File: config.mk
export PLATFORM = sky130hd
export DESIGN_NAME = sync_rw_mem
export DESIGN_NICKNAME = d
export VERILOG_FILES = /design/src/rtl/sync_rw_mem.sv
export SDC_FILE = /design/constraint.sdc
export NUM_CORES = 1
export LEC_CHECK = 0
export CORE_MARGIN = 2
export CORE_UTILIZATION = 35
export CTS_CLUSTER_DIAMETER = 150
export DETAILED_ROUTE_END_ITERATION = 16
export SYNTH_ARGS = -nofsm -noshare
export SYNTH_HDL_FRONTEND = slang
export SYNTH_SLANG_ARGS = --single-unit
File: constraint.sdc
create_clock -name clk -period 2.8 [get_ports clk]
set_input_delay 0.84 -clock clk [delete_from_list [all_inputs] [get_ports clk]]
set_output_delay 0.84 -clock clk [all_outputs]
set_load 0.01 [all_outputs]
File: src/rtl/sync_rw_mem.sv
// sync_rw_mem: single-port synchronous RAM, one-word writes, registered 1-cycle reads, sync single-cycle clear
module sync_rw_mem #(
  parameter int DATA_W = 8,
  parameter int ADDR_W = 4
) (
  input  logic              clk,
  input  logic              rst,
  input  logic              r_w,
  input  logic [ADDR_W-1:0] addr,
  input  logic [DATA_W-1:0] wr_d,
  output logic [DATA_W-1:0] rd_d
);
  localparam int DEPTH = 2 ** ADDR_W;
  logic [DATA_W-1:0] mem [DEPTH];
  always_ff @(posedge clk) begin
    if (rst) begin
      for (int i = 0; i < DEPTH; i++) mem[i] <= '0;
      rd_d <= '0;
    end else if (r_w) begin
      mem[addr] <= wr_d;
    end else begin
      rd_d <= mem[addr];
    end
  end
endmodule

== Word-level counts from Yosys, hierarchy flattened ==
Memories as Yosys holds them, arrays and structs flattened. A register that Yosys moved wholly into a read port is not among the register bits.
Index checks and enable logic that the tools add are counted.

* Muxes and demuxes: 8
* Reduce and logical (&&, ||, !) cells: 2

{| class="wikitable"
|+ Operators with widths
! operator !! count
|-
| 8-bit 2-to-1 mux || 1
|-
| 8-bit OR reduction || 1
|-
| 1-bit 2-to-1 mux || 6
|-
| 4-bit 2-to-1 mux || 1
|-
| 1-bit zero test || 1
|}

* Register bits after elaboration: 0
* Memory bits (writable): 128
* Bits of input ports: 15
* Output and inout bits: 8
* Word-level logic and storage cells: 11
* Memories kept: 1

{| class="wikitable"
|+ Memory list
! memory !! words !! width !! read ports !! clocked after Yosys merged registers in !! wr ports !! RTL line !! RTL
|-
| mem || 16 || 8 || 1 || 1 || 16 || 14 || <nowiki>logic [DATA_W-1:0] mem [DEPTH];</nowiki>
|}

== Logic depth before layout (Yosys ltp) ==
Gate-level depths: netlist (run 1).

* Word-level depth: 5
* Mapped depth: 7
* Mapped depth without buffers: 4

== Worst setup path before layout (run 1) ==
Ideal clock, no wire load.

* Kind: input to register
* Start point: input port addr[1]
* End point: memory mem[11][0], enable pin
* Data arrival time: 1.981 ns
* Data required time: 2.471 ns
* Path slack: 0.490 ns
* Stages on the path: 7
* Path buffers: 3
* Cells stage by stage: buf_6 buf_6 and2_0 buf_2 nand2_2 nor2_1 or2_1

{| class="wikitable"
|+ RTL lines
! element !! RTL line !! RTL
|-
| start, declared || 9 || <nowiki>input logic [ADDR_W-1:0] addr,</nowiki>
|-
| end, declared || 14 ||
|}

==> results of run 1 <==
synthesized netlist by cell type (all sizes together) (5+ instances only):
master and count:
edfxtp 128, a2111oi 6, buf 16, mux4 11, nand2 9, clkbuf 10, o22ai 13, nor3 12
dfxtp 8, a221oi 5, or2 16, and2 129, mux2i 42, nor2 16, a2bb2oi 5, nand3 6
inv 8
how the worst max path moves through the flow:
stage / start / endpoint / slack, ns / cells after the start
6_report: rst / mem[10][3]$_SDFFCE_PN0P_ / 0.40 / 5
5_1_grt: rst / mem[10][4]$_SDFFCE_PN0P_ / 0.25 / 5
4_1_cts: rst / mem[10][0]$_SDFFCE_PN0P_ / 0.44 / 5
3_5_place_dp: rst / mem[10][5]$_SDFFCE_PN0P_ / 0.01 / 5
3_3_place_gp: rst / mem[10][2]$_SDFFCE_PN0P_ / 0.08 / 5
2_1_floorplan: addr[1] / mem[11][0]$_SDFFCE_PN0P_ / 0.49 / 7
worst max-delay path, stage by stage:
cell and delay, ns:
clkdlybuf4s50_1 0.49, and2b_1 0.30, nand3b_1 0.21, nor2_1 0.36, or2_2 0.30
sequential cells by signal, summed over array words and instances (netlist names):
name / count
mem: 128
rd_d: 8
report_power, final:
| group | total (mW) | switching [mW] | internal, mW |
|---|---|---|---|
| registers | 2.38 | 0.0376 | 2.34 |
| logic | 0.419 | 0.245 | 0.174 |
| clock network | 1.99 | 0.791 | 1.20 |
area by class of cell:
cell class	instances	area [sq um]	share of cell area
Sequential cell	136	4000	0.527
Multi-Input combinational cell	288	2260	0.297
Timing Repair Buffer	58	505	0.0665
Clock buffer	20	437	0.0574
Tap cell	229	287	0.0377
Clock inverter	12	85.1	0.0112
Inverter	8	30.0	0.00395
cells by family after synthesis:
group | synth area share
simple gates | 0.196
flops | 0.620
mux | 0.105
buf+inv | 0.0308
compound gates | 0.0480
per-stage QoR:
| step | cell area [sq um] | power, mW | hold WS, ns | util | instances |
|---|---|---|---|---|---|
| 3_3_place_gp | 7080 | 2.83 | 0.463 | 0.393 | 719 |
| 2_1_floorplan | 6460 | 2.66 | 0.483 | - | 458 |
| 6_report | 7600 | 4.78 | 0.472 | 0.422 | 751 |
| 3_5_place_dp | 7080 | 2.84 | 0.465 | 0.393 | 719 |
| 5_1_grt | 7600 | 4.94 | 0.490 | 0.422 | 751 |
| 4_1_cts | 7600 | 4.81 | 0.474 | 0.422 | 751 |
per-layer routing:
metal	GRT usage	routed length, microns	vias to the layer above
met2	0.244	6950	122
met5	0	0	-
met1	0.226	6860	1858
met4	0.0574	327	0
li1	-	-	1776
met3	0.0420	827	19
cell usage in the layout (no fill, tap or decap), drive strengths merged:
| cell type | instances |
|---|---|
| mux2i | 42 |
| nand3b | 3 |
| a2111oi | 6 |
| o22ai | 13 |
| a221oi | 5 |
| nand3 | 6 |
| or3 | 1 |
| clkbuf | 20 |
| clkinv | 9 |
| nor2 | 16 |
| nor3 | 12 |
| clkinvlp | 2 |
| bufinv | 1 |
| a2bb2oi | 5 |
| nor2b | 4 |
| and2 | 129 |
| clkdlybuf4s50 | 20 |
| nand2b | 4 |
| nand2 | 9 |
| mux4 | 11 |
| and2b | 1 |
| edfxtp | 128 |
| or3b | 2 |
| buf | 38 |
| inv | 8 |
| nor4 | 3 |
| dfxtp | 8 |
| or2 | 16 |
==> metrics.md, run 1 <==
| Metric | Value |
|---|---|
| Status | completed |
| Maximum clock path buffer count | 2 |
| Depth of the CTS H-tree | 4 |
| Synth area leader | edfxtp_1 |
| Clock Sinks | 136 |
| # Max-Cap Violations | 0 |
| Total Wirelength | about 15000 microns |
| Req. time, crit path | 2.91 ns |
| Initial antenna violation count | 0 |
| Synthesized instance count | 458 |
| Vias in the first global route | between 3000 and 4000 |
| Cts bufs inserted | 17 |
| GRT overflow | 0 |
| Yosys Warn Count | 0 |
| FF-to-FF Start | mem[8][6]$_SDFFCE_PN0P_ |
| First-pass GRT wire length | 23300 microns |
| Fill cell count | 1683 |
| Vias per cell | 5.03 |
| Netlist cell types | 37 |
| Hold Path End | rd_d[0]$_SDFFE_PP0N_ |
| Ys flop type | edfxtp_1 |
| Clk_skew | 0.00453 ns |
| Leak | 2.78 nW |
| HP Class | flip-flop to flip-flop |
| Worst VDD drop | 441 uV |
| ANT nets after route | 0 |
| Ys async rst share | 0 |
| Worst Hold Path Cells | 2 |
| Reg2Reg Setup Slack | 1.12 ns |
| Fin nets | around 520 |
| 1st-pass router iterations | 4 |
| P per Cell Area | 629 nW/um^2 |
| DRC viols | 0 |
| Crit Path Max Fanout | 9 |
| Critical R2R Capture | rd_d[6]$_SDFFE_PP0N_ |
| Post-CTS Resized | 0 |
| Die height | around 140 microns |
| Diodes inserted | 0 |
| EDFF count, synth | 128 |
| Hold Crit Start | rd_d[0]$_SDFFE_PP0N_ |
| Final Wtd Congestion | between 0.8 and 0.9 |
| PortBufs | 22 |
| Synth Register Bits | 136 |
| Post-Syn Nets | 473 |
| Post-Syn Area | approximately 6500 sq um |
| Detailed Place HPWL | a little over 10000 microns |
| Tot GR Track Use | 0.161 |
| RSZ-0062 raised after global routing | no |
| Kind of end point of the critical path | flip-flop |
| FF-to-FF path depth | 4 |
| Type of origin of the critical path | input port |
| Final Cycle Share | 0.857 |
| Root buffer cell | clkbuf_16 |
| Die ar. | 19600 sq um |
| Hold buffers post-CTS | 0 |
| Pre-CTS setup slack | 0.0108 ns |
| Arrival @ worst endpoint | 2.51 ns |
| Seq/Total Area, Yosys | 0.620 |
| Postcts setup bufs | 0 |
| Clock-pin slew on the worst setup and hold paths | 0.06 ns |
| Avg Synthesized Cell Area | 14.1 sq um |
| Top cell type's share of synthesized area | 0.595 |
| Core Rows | 49 |
| Setup TNS | 0 ns |
| DR iter-0 viols | 269 |
| Core ar. | 18000 sq um |
| Top cells by area, synth | edfxtp_1 60%, and2_1 12%, mux2i_1 6.5% |
| Via count | 3775 |
| Maximum achievable frequency | roughly 420 MHz |
| Ratio of cells with drive above 1 in the final layout | 0.209 |
| Final hold vios | 0 |
| Wire per inst | between 15 and 20 microns |
| Clk_lat worst skew | 0.42 ns |
| Largest net degree at the start of global routing | 25 |
| Rel. slew slack | 0.485 |
| Top-level I/O count | 23 |
| TritonCTS clock tree | done |
| Crit Path Category | input port to flip-flop |
| Slew Limit Fails | 0 |
| Least-Margin Pin Slew | approximately 0.77 ns |
| Final setup margin | 0.401 ns |
| Initial Utilization | 0.358 |
| Final min period | ~2.4 ns |
| Final setup violation count | 0 |
| P&R area growth vs syn | 17.7% |
| Die Wd | around 140 microns |
No activity file was read; power rests on OpenSTA's default activity.
==> inputs of run 2 (changes only) <==
- TNS_END_PERCENT: unset -> 100
==> results of run 2 <==
Final layout, timing and power as in run 1 (identical DEF).
==> inputs of run 3 (changes only) <==
- SETUP_SLACK_MARGIN: unset -> 0.3
==> run 3 against run 2 <==
Net effect:
- clock skew grew 0.0033 ns
- maximum frequency grew 3.2%
- worst setup slack gained 0.074 ns
- via count shrank 1.0%
- final cell count grew 0.13%
- utilization is essentially flat
- worst hold slack is essentially flat
- sequential share of layout area is essentially flat
- non-clock buffer count is the same
==> metrics.md, run 3 (synthesis results as in run 1) <==
| Metric | Value |
|---|---|
| Leak | between 2 and 3 nW |
| Max reg flops | 128 |
| Crit Path Category | input port to flip-flop |
| Reg2Reg Setup Slack | around 1.1 ns |
| RSZ-0062 raised after global routing | no |
| Initial Utilization | 0.358 |
| Clock Sinks | 136 |
| Largest Register | mem |
| Slowest stage delay, CP | 0.49 ns |
| HP Class | flip-flop to flip-flop |
| Final hold vios | 0 |
| Setup TNS | 0 ns |
| Wire per inst | 19.9 microns |
| Die height | 140 microns |
| Die ar. | around 20000 sq um |
| Clock-pin slew on the worst setup and hold paths | about 0.050 ns |
| Critical Path Sink | mem[10][4]$_SDFFCE_PN0P_ |
| Clk_lat worst skew | about 0.4 ns |
| TritonCTS clock tree | done |
| Type of origin of the critical path | input port |
| P&R area growth vs syn | 17.8% |
| Vias in the first global route | 3927 |
| Slowest CP cell | clkdlybuf4s50_1 |
| Total Wirelength | about 15000 microns |
| Fill cell count | between 1500 and 2000 |
| Fin nets | roughly 520 |
| FF-to-FF Start | mem[8][6]$_SDFFCE_PN0P_ |
| GRT overflow | 0 |
| Core Rows | about 50 |
| Detailed Place HPWL | 10300 microns |
| Core ar. | between 15000 and 20000 sq um |
| Depth of the CTS H-tree | 4 |
| DRC viols | 0 |
| Cts bufs inserted | 17 |
| Initial antenna violation count | 0 |
| Ratio of cells with drive above 1 in the final layout | 0.211 |
| Hold buffers post-CTS | 0 |
| Critical path origin | rst |
| Final setup violation count | 0 |
| Root buffer cell | clkbuf_16 |
| Top-level I/O count | 23 |
| Status | completed |
| Clk_skew | 0.00783 ns |
| Final Cycle Share | 0.830 |
| Final min period | 2.32 ns |
| Die Wd | between 100 and 150 microns |
| FF-to-FF path depth | 4 |
| First-pass GRT wire length | 23300 microns |
| PortBufs | 22 |
| Tot GR Track Use | 0.161 |
| CP cell instances | clkdlybuf4s50_1 > and2b_1 > nand3b_1 > nor2_2 > or2_2 |
| Req. time, crit path | roughly 2.9 ns |
| Maximum achievable frequency | 430 MHz |
| Least-Margin Pin Slew | 0.778 ns |
| Largest net degree at the start of global routing | 25 |
| P per Cell Area | 629 nW/um^2 |
| Crit path depth | 5 |
| Worst VDD drop | 446 uV |
| ANT nets after route | 0 |
| Critical R2R Capture | rd_d[6]$_SDFFE_PP0N_ |
| Slew Limit Fails | 0 |
| 1st-pass router iterations | 4 |
| Buffers plus inverters on the worst setup path | 1 |
| Final Wtd Congestion | 0.801 |
| Worst path top cell family by delay | simple AND/OR/NAND/NOR gates |
| Vias per cell | about 5.0 |
| Rel. slew slack | 0.479 |
| Most frequent cells in the layout | 128 x and2_1, 128 x edfxtp_1, 42 x mux2i_1 |
| # Max-Cap Violations | 0 |
| Arrival @ worst endpoint | between 2 and 2.5 ns |
| Maximum clock path buffer count | 2 |
| DR iter-0 viols | 279 |
| WHS | roughly 0.47 ns |
| Crit Path Max Fanout | 9 |
| Largest regs | mem x128, rd_d x8 |
| Kind of end point of the critical path | flip-flop |
| Via count | between 3000 and 4000 |
==> run 3: cell type report <==
type	instances	area, sq um	share of cell area
antenna	1	2.50	0.000329
clock buffer	20	437	0.0574
clock inverter	12	85.1	0.0112
inverter	8	30.0	0.00395
multi-input combinational	288	2260	0.297
sequential	136	4000	0.526
tap	229	287	0.0377
timing repair buffer	58	505	0.0664
==> run 3: metrics by stage <==
stage	setup WS, ns	instance area, sq um	instances	util	power [mW]
after floorplan	0.490	6460	458	-	2.66
after global placement	0.0763	7080	719	0.393	2.83
after detailed placement	0.0108	7080	719	0.393	2.84
after CTS	0.444	7600	751	0.422	4.81
after global routing	0.385	7610	751	0.422	4.94
final	0.476	7610	752	0.422	4.79
==> run 3: worst min-delay path: stages, from the launching register on <==
cell and delay (ns):
dfxtp_1 0.31, inv_1 0.06, a221oi_2 0.05
==> run 3: repair_timing <==
action | 4_1_cts | 5_1_grt
setup endpoints to repair | 0 | 8
resized for setup | 0 | 1
buffers inserted | 0 | 0
==> run 3: how the worst min path moves through the flow <==
| stage | start | end | slack [ns] | depth (start not counted) |
|---|---|---|---|---|
| finish | rd_d[0]$_SDFFE_PP0N_ | rd_d[0]$_SDFFE_PP0N_ | 0.47 | 2 |
| global route | rd_d[5]$_SDFFE_PP0N_ | rd_d[5]$_SDFFE_PP0N_ | 0.49 | 2 |
| CTS | rd_d[0]$_SDFFE_PP0N_ | rd_d[0]$_SDFFE_PP0N_ | 0.47 | 2 |
| detailed placement | rd_d[0]$_SDFFE_PP0N_ | rd_d[0]$_SDFFE_PP0N_ | 0.47 | 2 |
| global placement | rd_d[0]$_SDFFE_PP0N_ | rd_d[0]$_SDFFE_PP0N_ | 0.46 | 2 |
| floorplan | rd_d[6]$_SDFFE_PP0N_ | rd_d[6]$_SDFFE_PP0N_ | 0.48 | 2 |
==> run 3: power by group <==
part | internal, mW | total, mW | switching [mW]
sequential | 2.34 | 2.38 | 0.0376
combinational | 0.174 | 0.419 | 0.246
clock | 1.20 | 1.99 | 0.790
total | 3.71 | 4.79 | 1.07
==> run 3: layer usage <==
metal  wire, microns  GRT usage  up-vias
li1                -          -     1776
met1            7030      0.226     1848
met2            7000      0.244      103
met3             705     0.0420       10
met4             253     0.0574        0
met5               0          0        -
